===== config.mk =====
export PLATFORM = sky130hd
export DESIGN_NAME = cf_fft_1024_8_ctrl_flat
export DESIGN_NICKNAME = d
export VERILOG_FILES = /design/src/rtl/cf_fft_1024_8_ctrl_if.sv /design/src/rtl/cf_fft_1024_8_ctrl.sv /design/src/flat_wrapper.sv
export SDC_FILE = /design/constraint.sdc
export NUM_CORES = 1
export LEC_CHECK = 0
export BUFFER_PORTS_ARGS = -buffer_cell sky130_fd_sc_hd__buf_2
export CAP_MARGIN = 20
export CORE_UTILIZATION = 59
export DETAILED_ROUTE_END_ITERATION = 8
export PLACE_DENSITY = 0.89
export SETUP_SLACK_MARGIN = 0.1
export SLEW_MARGIN = 10
export SYNTH_ARGS = -nofsm -noshare
export SYNTH_HDL_FRONTEND = slang
export SYNTH_SLANG_ARGS = --single-unit

===== constraint.sdc =====
create_clock -name clock_c -period 4.75 [get_ports clock_c]
set_input_delay 0 -clock clock_c [delete_from_list [all_inputs] [get_ports clock_c]]
set_output_delay 0 -clock clock_c [all_outputs]
set_load 0.05 [all_outputs]

===== src/rtl/cf_fft_1024_8_ctrl_if.sv =====
// Control bundle between the FFT sequencer and its sample memory,
// butterfly unit, input source and result sink.
interface cf_fft_1024_8_ctrl_if;
    logic       start;
    logic       in_valid;
    logic       in_ready;
    logic       wr_en;
    logic [9:0] wr_addr;
    logic       bf_en;
    logic [9:0] bf_addr_a;
    logic [9:0] bf_addr_b;
    logic [8:0] tw_idx;
    logic [3:0] stage;
    logic       out_ready;
    logic       out_valid;
    logic [9:0] rd_addr;
    logic       busy;
    logic       done;

    modport master (
        input  start, in_valid, out_ready,
        output in_ready, wr_en, wr_addr,
        output bf_en, bf_addr_a, bf_addr_b, tw_idx, stage,
        output out_valid, rd_addr, busy, done
    );

    modport slave (
        output start, in_valid, out_ready,
        input  in_ready, wr_en, wr_addr,
        input  bf_en, bf_addr_a, bf_addr_b, tw_idx, stage,
        input  out_valid, rd_addr, busy, done
    );
endinterface


===== src/rtl/cf_fft_1024_8_ctrl.sv =====
// Sequencer for a 1024-point radix-2 DIT FFT: bit-reversed load,
// 10 butterfly stages with pipeline drain, natural-order unload.
module cf_fft_1024_8_ctrl #(
    parameter int unsigned PIPE_LAT = 3,
    parameter int unsigned N_LOG2   = 10
) (
    input  logic                 clock_c,
    input  logic                 reset_n,
    cf_fft_1024_8_ctrl_if.master ctl
);
    typedef enum logic [2:0] {
        IDLE,
        LOAD,
        COMPUTE,
        DRAIN,
        UNLOAD
    } state_t;

    localparam logic [N_LOG2-1:0] K_LAST = '1;
    localparam logic [N_LOG2-2:0] J_LAST = '1;
    localparam logic [3:0]        S_LAST = 4'(N_LOG2 - 1);
    localparam logic [3:0]        D_LAST = 4'(PIPE_LAT - 1);

    state_t            state;
    logic [N_LOG2-1:0] k;
    logic [N_LOG2-2:0] j;
    logic [3:0]        s;
    logic [3:0]        d;

    always_ff @(posedge clock_c or negedge reset_n) begin
        if (!reset_n) begin
            state <= IDLE;
            k     <= '0;
            j     <= '0;
            s     <= '0;
            d     <= '0;
        end else begin
            unique case (state)
                IDLE: begin
                    if (ctl.start) begin
                        state <= LOAD;
                        k     <= '0;
                        s     <= '0;
                    end
                end
                LOAD: begin
                    if (ctl.in_valid) begin
                        k <= k + 1'b1;
                        if (k == K_LAST) begin
                            state <= COMPUTE;
                            s     <= '0;
                            j     <= '0;
                        end
                    end
                end
                COMPUTE: begin
                    j <= j + 1'b1;
                    if (j == J_LAST) begin
                        state <= DRAIN;
                        d     <= '0;
                    end
                end
                DRAIN: begin
                    d <= d + 1'b1;
                    if (d == D_LAST) begin
                        d <= '0;
                        if (s == S_LAST) begin
                            state <= UNLOAD;
                            k     <= '0;
                        end else begin
                            state <= COMPUTE;
                            s     <= s + 1'b1;
                            j     <= '0;
                        end
                    end
                end
                UNLOAD: begin
                    if (ctl.out_ready) begin
                        k <= k + 1'b1;
                        if (k == K_LAST)
                            state <= IDLE;
                    end
                end
                default: state <= IDLE;
            endcase
        end
    end

    // Group index moves up one bit to leave room for the span bit.
    logic [9:0] span;
    logic [9:0] mask;
    logic [9:0] pos;
    logic [9:0] addr_a;
    logic [8:0] tw;
    logic [9:0] k_rev;

    always_comb begin
        span   = 10'd1 << s;
        mask   = span - 10'd1;
        pos    = {1'b0, j} & mask;
        addr_a = (({1'b0, j} & ~mask) << 1) | pos;
        tw     = 9'(pos << (4'd9 - s));
        k_rev  = '0;
        for (int i = 0; i < 10; i++)
            k_rev[i] = k[9 - i];
    end

    always_comb begin
        ctl.in_ready  = (state == LOAD);
        ctl.wr_en     = ctl.in_ready & ctl.in_valid;
        ctl.wr_addr   = ctl.in_ready ? k_rev : '0;
        ctl.bf_en     = (state == COMPUTE);
        ctl.bf_addr_a = ctl.bf_en ? addr_a : '0;
        ctl.bf_addr_b = ctl.bf_en ? (addr_a | span) : '0;
        ctl.tw_idx    = ctl.bf_en ? tw : '0;
        ctl.stage     = s;
        ctl.out_valid = (state == UNLOAD);
        ctl.rd_addr   = ctl.out_valid ? k : '0;
        ctl.busy      = (state != IDLE);
        ctl.done      = ctl.out_valid & ctl.out_ready & (k == K_LAST);
    end
endmodule


===== src/flat_wrapper.sv =====
// flat-port wrapper written by rule: the top's interface ports become plain ports
module cf_fft_1024_8_ctrl_flat 
#(
    parameter int unsigned PIPE_LAT = 3,
    parameter int unsigned N_LOG2   = 10
)
  (clock_c, reset_n, ctl_start, ctl_in_valid, ctl_out_ready, ctl_in_ready, ctl_wr_en, ctl_wr_addr, ctl_bf_en, ctl_bf_addr_a, ctl_bf_addr_b, ctl_tw_idx, ctl_stage, ctl_out_valid, ctl_rd_addr, ctl_busy, ctl_done);
  cf_fft_1024_8_ctrl_if ctl_i ();
  input  logic clock_c;
  input  logic reset_n;
  input wire logic [$bits(ctl_i.start)-1:0] ctl_start;
  input wire logic [$bits(ctl_i.in_valid)-1:0] ctl_in_valid;
  input wire logic [$bits(ctl_i.out_ready)-1:0] ctl_out_ready;
  output wire logic [$bits(ctl_i.in_ready)-1:0] ctl_in_ready;
  output wire logic [$bits(ctl_i.wr_en)-1:0] ctl_wr_en;
  output wire logic [$bits(ctl_i.wr_addr)-1:0] ctl_wr_addr;
  output wire logic [$bits(ctl_i.bf_en)-1:0] ctl_bf_en;
  output wire logic [$bits(ctl_i.bf_addr_a)-1:0] ctl_bf_addr_a;
  output wire logic [$bits(ctl_i.bf_addr_b)-1:0] ctl_bf_addr_b;
  output wire logic [$bits(ctl_i.tw_idx)-1:0] ctl_tw_idx;
  output wire logic [$bits(ctl_i.stage)-1:0] ctl_stage;
  output wire logic [$bits(ctl_i.out_valid)-1:0] ctl_out_valid;
  output wire logic [$bits(ctl_i.rd_addr)-1:0] ctl_rd_addr;
  output wire logic [$bits(ctl_i.busy)-1:0] ctl_busy;
  output wire logic [$bits(ctl_i.done)-1:0] ctl_done;
  assign ctl_i.start = ctl_start;
  assign ctl_i.in_valid = ctl_in_valid;
  assign ctl_i.out_ready = ctl_out_ready;
  assign ctl_in_ready = ctl_i.in_ready;
  assign ctl_wr_en = ctl_i.wr_en;
  assign ctl_wr_addr = ctl_i.wr_addr;
  assign ctl_bf_en = ctl_i.bf_en;
  assign ctl_bf_addr_a = ctl_i.bf_addr_a;
  assign ctl_bf_addr_b = ctl_i.bf_addr_b;
  assign ctl_tw_idx = ctl_i.tw_idx;
  assign ctl_stage = ctl_i.stage;
  assign ctl_out_valid = ctl_i.out_valid;
  assign ctl_rd_addr = ctl_i.rd_addr;
  assign ctl_busy = ctl_i.busy;
  assign ctl_done = ctl_i.done;
  cf_fft_1024_8_ctrl #(.PIPE_LAT(PIPE_LAT), .N_LOG2(N_LOG2)) u_core (.clock_c(clock_c), .reset_n(reset_n), .ctl(ctl_i));
endmodule

-- Word-level counts from Yosys, hierarchy flattened
Index checks and enable logic that the tools add are counted.
- reduce and logical (&&, ||, !) cells: 11
- shift-type cells: 2
- order comparisons: 0
- muxes and demuxes: 34
- bitwise operators: 8
- equality and inequality tests: 17
- divide/modulo/power cells: 0
- $mul: 0
- $add $sub $neg: 6
- operators with widths (kind ; number):
    two-way mux 10 bit ; 9
    two-way mux 9 bit ; 5
    case mux 10 bit (4 select lines) ; 1
    two-way mux 4 bit ; 7
    case mux 9 bit (3 select lines) ; 1
    two-way mux 3 bit ; 8
    bitwise OR 10 bit ; 2
    case mux 3 bit (5 select lines) ; 1
    case mux 4 bit (3 select lines) ; 1
    AND reduction 6 bit ; 2
    adder 10 x 1 -> 10 bit (second input constant) ; 1
    bitwise AND 9 x 10 -> 10 bit ; 1
    equality test 10 bit (second input constant) ; 1
    inequality test 2 x 1 -> 1 bit (second input constant) ; 5
    << shifter 1 x 4 -> 10 bit (first input constant) ; 1
    << shifter 10 x 4 -> 9 bit ; 1
    subtractor 10 x 1 -> 10 bit (second input constant) ; 1
    adder 9 x 1 -> 9 bit (second input constant) ; 1
    bitwise AND 9 bit ; 1
    equality test 9 bit (second input constant) ; 1
    NOT 9 bit ; 1
    nonzero test 3 bit ; 3
    adder 4 x 1 -> 4 bit (second input constant) ; 2
    inequality test 2 bit (second input constant) ; 4
    other kinds (14) ; 17
- latch bits: 0
- memory bits (writable): 0
- memories kept: 0
- bits in registers: 30
- logic and storage cells: 83
- output and inout port bits: 59
- ROM bits: 0
- bits of input ports: 5

-- Depth between registers and ports, before layout
- word-level depth: 7
- gate-level depth with buffers: 13
- mapped depth without buffers: 10

-- Worst setup path before layout
Ideal clock, no wire load.
- kind: register -> output
- from: reg u_core.s[0] (netlist: u_core.ctl.stage[0])
- to: out ctl_bf_addr_b[6]
- stages on the path, launching flop included: 14
- buffers on the path: 3
- data arrival time: 3.910 ns
- path slack: 0.840 ns
- cell sequence: dfrtp_1 -> clkbuf_1 -> inv_1 -> ha_1 -> buf_2 -> or3b_2 -> ha_1 -> buf_2 -> nand2b_1 -> o21ai_0 -> a21boi_0 -> o21ai_0 -> a21oi_1 -> a21o_1
- longest elaborated chain between the ends: 7
- elaborated cells between the ends (all ways): 8
- RTL lines (what ; RTL line ; RTL):
    start: declaration ; cf_fft_1024_8_ctrl.sv:27 ; logic [3:0] s;
    start signal: assignment ; cf_fft_1024_8_ctrl.sv:72 ; s <= s + 1'b1;
    << shifter 1 x 4 -> 10 bit * ; cf_fft_1024_8_ctrl.sv:98 ; span = 10'd1 << s;
    subtractor 10 x 1 -> 10 bit ; cf_fft_1024_8_ctrl.sv:99 ; mask = span - 10'd1;
    NOT 9 bit ; cf_fft_1024_8_ctrl.sv:101 ; addr_a = (({1'b0, j} & ~mask) << 1) | pos;
    bitwise AND 9 bit ; cf_fft_1024_8_ctrl.sv:101 ;
    bitwise OR 10 bit ; cf_fft_1024_8_ctrl.sv:101 ;
    bitwise OR 10 bit * ; cf_fft_1024_8_ctrl.sv:114 ; ctl.bf_addr_b = ctl.bf_en ? (addr_a | span) : '0;
    two-way mux 10 bit * ; cf_fft_1024_8_ctrl.sv:114 ;
    end: declaration ; flat_wrapper.sv:19 ; output wire logic [$bits(ctl_i.bf_addr_b)-1:0] ctl_bf_addr_b;
Every way passes the cells marked *; elsewhere a longest branch is shown, timed or not.

-- Worst setup path in the final report
- from: reg u_core.s[0] (netlist: u_core.ctl.stage[0])
- to: out ctl_tw_idx[8]
- longest elaborated chain between the ends: 5
- elaborated cells between the ends (all ways): 6
- RTL lines (what ; RTL line ; RTL):
    << shifter 1 x 4 -> 10 bit ; cf_fft_1024_8_ctrl.sv:98 ;
    subtractor 10 x 1 -> 10 bit ; cf_fft_1024_8_ctrl.sv:99 ;
    bitwise AND 9 x 10 -> 10 bit ; cf_fft_1024_8_ctrl.sv:100 ; pos = {1'b0, j} & mask;
    << shifter 10 x 4 -> 9 bit * ; cf_fft_1024_8_ctrl.sv:102 ; tw = 9'(pos << (4'd9 - s));
    two-way mux 9 bit * ; cf_fft_1024_8_ctrl.sv:115 ; ctl.tw_idx = ctl.bf_en ? tw : '0;
    end: declaration ; flat_wrapper.sv:20 ; output wire logic [$bits(ctl_i.tw_idx)-1:0] ctl_tw_idx;
Marks and branches as above.

==> impl_metrics.tcl <==
set metrics [dict create \
    leakage_nw 1.557 \
    tightest_slew_ns 0.8859 \
    syn_area_sq_um 2796 \
    port-buffer-count 63 \
    dp_hpwl_um 5390 \
    layout-drive-gt1-share 0.1971 \
    worstSkewPairLatency_ns 0.28 \
    total_die_area_sq_um 5019 \
    synthToLayoutAreaGrowth_pct 13.78 \
    layout.cells.most_common_list "63 x sky130_fd_sc_hd__buf_2, 43 x sky130_fd_sc_hd__nand2_1, 38 x sky130_fd_sc_hd__nor2_1" \
    multi_input_area_sq_um 1889 \
    commonest_non_fill_non_tap_cell_in_the_layout "sky130_fd_sc_hd__buf_2" \
    clkSinkCount 30 \
    fillCellCount 376 \
    setup_total_negative_slack_ns 0 \
    grt_overflow 0 \
    critical_path_launch_point "u_core.ctl.stage[0]" \
    placeableCoreArea_sq_um 4444 \
    rsz0062_at_grt "false" \
    cp_data_arrival_time_ns 4.07 \
    dr_wl_met2_um 3407 \
    grt_pass1_vias 2600 \
    p_per_area_nw_per_um2 640.8 \
    r2r_start "u_core.ctl.stage[1]" \
    setup.worst_path.class "register to primary output" \
    final.period_utilization 0.8558 \
    grt_max_degree 31 \
    timing.fmax_mhz 246.0 \
    global_route_wire_length_before_repair_um 12490 \
    timing.hold.worst.class "primary input to async pin" \
    route.layer.met1.wl_um 3283 \
    drcViolationCount 0 \
    synth.net_count 391 \
    post-cts-setup-buffer-count 0 \
    synthFlopType "sky130_fd_sc_hd__dfrtp_1" \
    nets 439 \
    timing.reg2reg.setup_slack_ns 1.88 \
    synth-edff-count 0 \
    antenna_left 0 \
    synthArstFlopShare 1.000 \
    syn-mean-instance-area_sq_um 7.517 \
    globalplace.congestion 0.9657 \
    number_of_register_bits_inferred_by_synthesis 30 \
    worst_r2r_endpoint "u_core.k[6]" \
    worst-r2r-cell-count 7 \
    critPathCaptureType "primary output" \
    die-width_um 70.85 \
    dieHeight_um 70.85 \
    ys_seq_area_frac 0.2685 \
    antenna_violations_before_repair 0 \
    fin_hold_viols 0 \
    setup-violations-final 0 \
    cts_buffers 5 \
    critPathRequiredTime_ns 4.75 \
    regArea_sq_um 750.7 \
    detailedRoute.firstPassIterationCount 7 \
    final_slew_violations 0 \
    antenna_cells_inserted 0 \
    slew_headroom 0.4068 \
    post_drt_wl_per_cell_um 15.59 \
    gr-usage-all-layers 0.3085 \
    io_pins 64 \
    totalPowerFinal_w 0.002039 \
    drv.max_cap_violation_count 0 \
    path_max_fanout 24 \
    critical_path.startpoint_type "register" \
    tritoncts "built" \
    drt-total-wl_um 7376 \
    initial_core_util 0.6292 \
    final_period_minus_worst_setup_slack_ns 4.065 \
    critPathCapture "ctl_tw_idx[8]" \
    ys_types 58 \
    power.ir.vdd_worst_uv 378.4 \
    drt-initial-drc-count 246 \
    top_layer_used "met4" \
    clk_transition_reported_paths_ns 0.07 \
    outcome "completed" \
    synth-warning-count 0 \
    fp-row-count 24 \
    cts-htree-levels 2 \
    timing.clock.skew_ns 0.007807 \
    ctsRootBufferMaster "sky130_fd_sc_hd__clkbuf_8" \
    post_syn_instances 372 \
    cts-root-to-sink-buffers 2 \
    met3_length_um 571 \
    detail_route.vias_per_cell 6.252 \
    vias 2957 \
]
-- per-stage QoR --
stage	std cells	utilization	setup WS, ns	cell area (sq um)	hold slack, ns
after detailed placement	464	0.6923	1.056	3077	0.07469
after global routing	473	0.7159	0.4098	3182	0.3802
final	473	0.7159	0.6847	3182	0.3070
after floorplan	372	-	0.8395	2796	-0.2956
after global placement	464	0.6923	1.225	3077	0.06608
after CTS	473	0.7159	0.7539	3182	0.3121
-- area by class of cell --
class | instances | share of cell area
sequential | 30 | 0.2359
multi-input combinational | 304 | 0.5938
tap | 52 | 0.02045
timing repair buffer | 64 | 0.1022
inverter | 15 | 0.01770
clock buffer | 6 | 0.02595
clock inverter | 2 | 0.003932
-- worst max-delay path: stages (launching register included) --
cell                      delay, ns
sky130_fd_sc_hd__dfrtp_1       0.80
sky130_fd_sc_hd__inv_1         0.25
sky130_fd_sc_hd__ha_1          0.40
sky130_fd_sc_hd__or3b_2        0.30
sky130_fd_sc_hd__ha_1          0.36
sky130_fd_sc_hd__nor4b_1       0.31
sky130_fd_sc_hd__o21a_1        0.19
sky130_fd_sc_hd__o21ai_0       0.16
sky130_fd_sc_hd__o21a_1        0.22
sky130_fd_sc_hd__a211o_1       0.30
sky130_fd_sc_hd__a21oi_1       0.17
sky130_fd_sc_hd__buf_2         0.31
-- flip-flops by register name (all words and copies together), names as in the netlist --
name / flops
u_core.j: 9
u_core.state: 3
u_core.ctl.stage: 4
u_core.d: 4
u_core.k: 10
-- kinds of logic (layout without fill, tap and decap cells) --
| group | Yosys count | count (layout) | synth area share |
|---|---|---|---|
| fa+ha+maj | 14 | 14 | 0.06264 |
| xor+xnor | 3 | 3 | 0.009398 |
| flops | 30 | 30 | 0.2685 |
| mux | 9 | 9 | 0.03311 |
| compound gates | 110 | 110 | 0.2524 |
| buf+inv | 38 | 87 | 0.05593 |
| simple gates | 168 | 168 | 0.3181 |
-- power by group --
group	switching [W]	total [W]	internal [W]
combinational	0.00100	0.00137	0.000371
clock	0.000104	0.000220	0.000116
sequential	0.000135	0.000445	0.000310
total	0.00124	0.00204	0.000798
-- metal layers --
metal  GRT usage  vias to the layer above
met5           0                        -
met4     0.07778                        0
met3     0.04558                       17
met2      0.4872                      133
met1      0.4467                     1387
li1            -                     1420
-- cell usage after synthesis, types with 3 or more instances --
| cell type | instances | area, sq um |
|---|---|---|
| sky130_fd_sc_hd__nor2_1 | 38 | 142.6 |
| sky130_fd_sc_hd__dfrtp_1 | 30 | 750.7 |
| sky130_fd_sc_hd__nand2b_1 | 9 | 56.30 |
| sky130_fd_sc_hd__and3_1 | 11 | 68.82 |
| sky130_fd_sc_hd__o2bb2ai_1 | 3 | 26.28 |
| sky130_fd_sc_hd__nand3_1 | 8 | 40.04 |
| sky130_fd_sc_hd__o21a_1 | 3 | 22.52 |
| sky130_fd_sc_hd__clkbuf_1 | 11 | 41.29 |
| sky130_fd_sc_hd__o221ai_1 | 3 | 26.28 |
| sky130_fd_sc_hd__and2_1 | 24 | 150.1 |
| sky130_fd_sc_hd__ha_1 | 14 | 175.2 |
| sky130_fd_sc_hd__o21ai_1 | 12 | 60.06 |
| sky130_fd_sc_hd__or3_1 | 3 | 18.77 |
| sky130_fd_sc_hd__a21oi_1 | 18 | 90.09 |
| sky130_fd_sc_hd__nor3_1 | 7 | 35.03 |
| sky130_fd_sc_hd__a31oi_1 | 4 | 25.02 |
| sky130_fd_sc_hd__a22oi_1 | 3 | 22.52 |
| sky130_fd_sc_hd__o31ai_1 | 6 | 45.04 |
| sky130_fd_sc_hd__xnor2_1 | 3 | 26.28 |
| sky130_fd_sc_hd__o21ai_0 | 32 | 160.2 |
| sky130_fd_sc_hd__buf_2 | 8 | 40.04 |
| sky130_fd_sc_hd__o211ai_1 | 5 | 37.54 |
| sky130_fd_sc_hd__nand4_1 | 3 | 18.77 |
| sky130_fd_sc_hd__nand2_1 | 43 | 161.4 |
| sky130_fd_sc_hd__a21o_1 | 5 | 37.54 |
| sky130_fd_sc_hd__buf_1 | 3 | 11.26 |
| sky130_fd_sc_hd__nor2b_1 | 7 | 43.79 |
| sky130_fd_sc_hd__mux2i_1 | 7 | 70.07 |
| sky130_fd_sc_hd__inv_1 | 15 | 56.30 |
-- worst min-delay path by stage --
stage          slack [ns]  cells after the start             endpoint
2_1_floorplan       -0.30                      0  u_core.ctl.stage[0]
3_3_place_gp         0.07                      1          u_core.k[1]
3_5_place_dp         0.07                      1          u_core.k[1]
4_1_cts              0.31                      7  u_core.ctl.stage[2]
5_1_grt              0.38                      2          u_core.k[1]
6_report             0.31                      2          u_core.k[1]
-- repair_timing --
action,4_1_cts,5_1_grt
hold buffers,1,0
endpoints found under the setup margin,0,0
resized for setup,0,0
endpoints found under the hold margin,30,0
No activity file was read; power rests on OpenSTA's default activity.
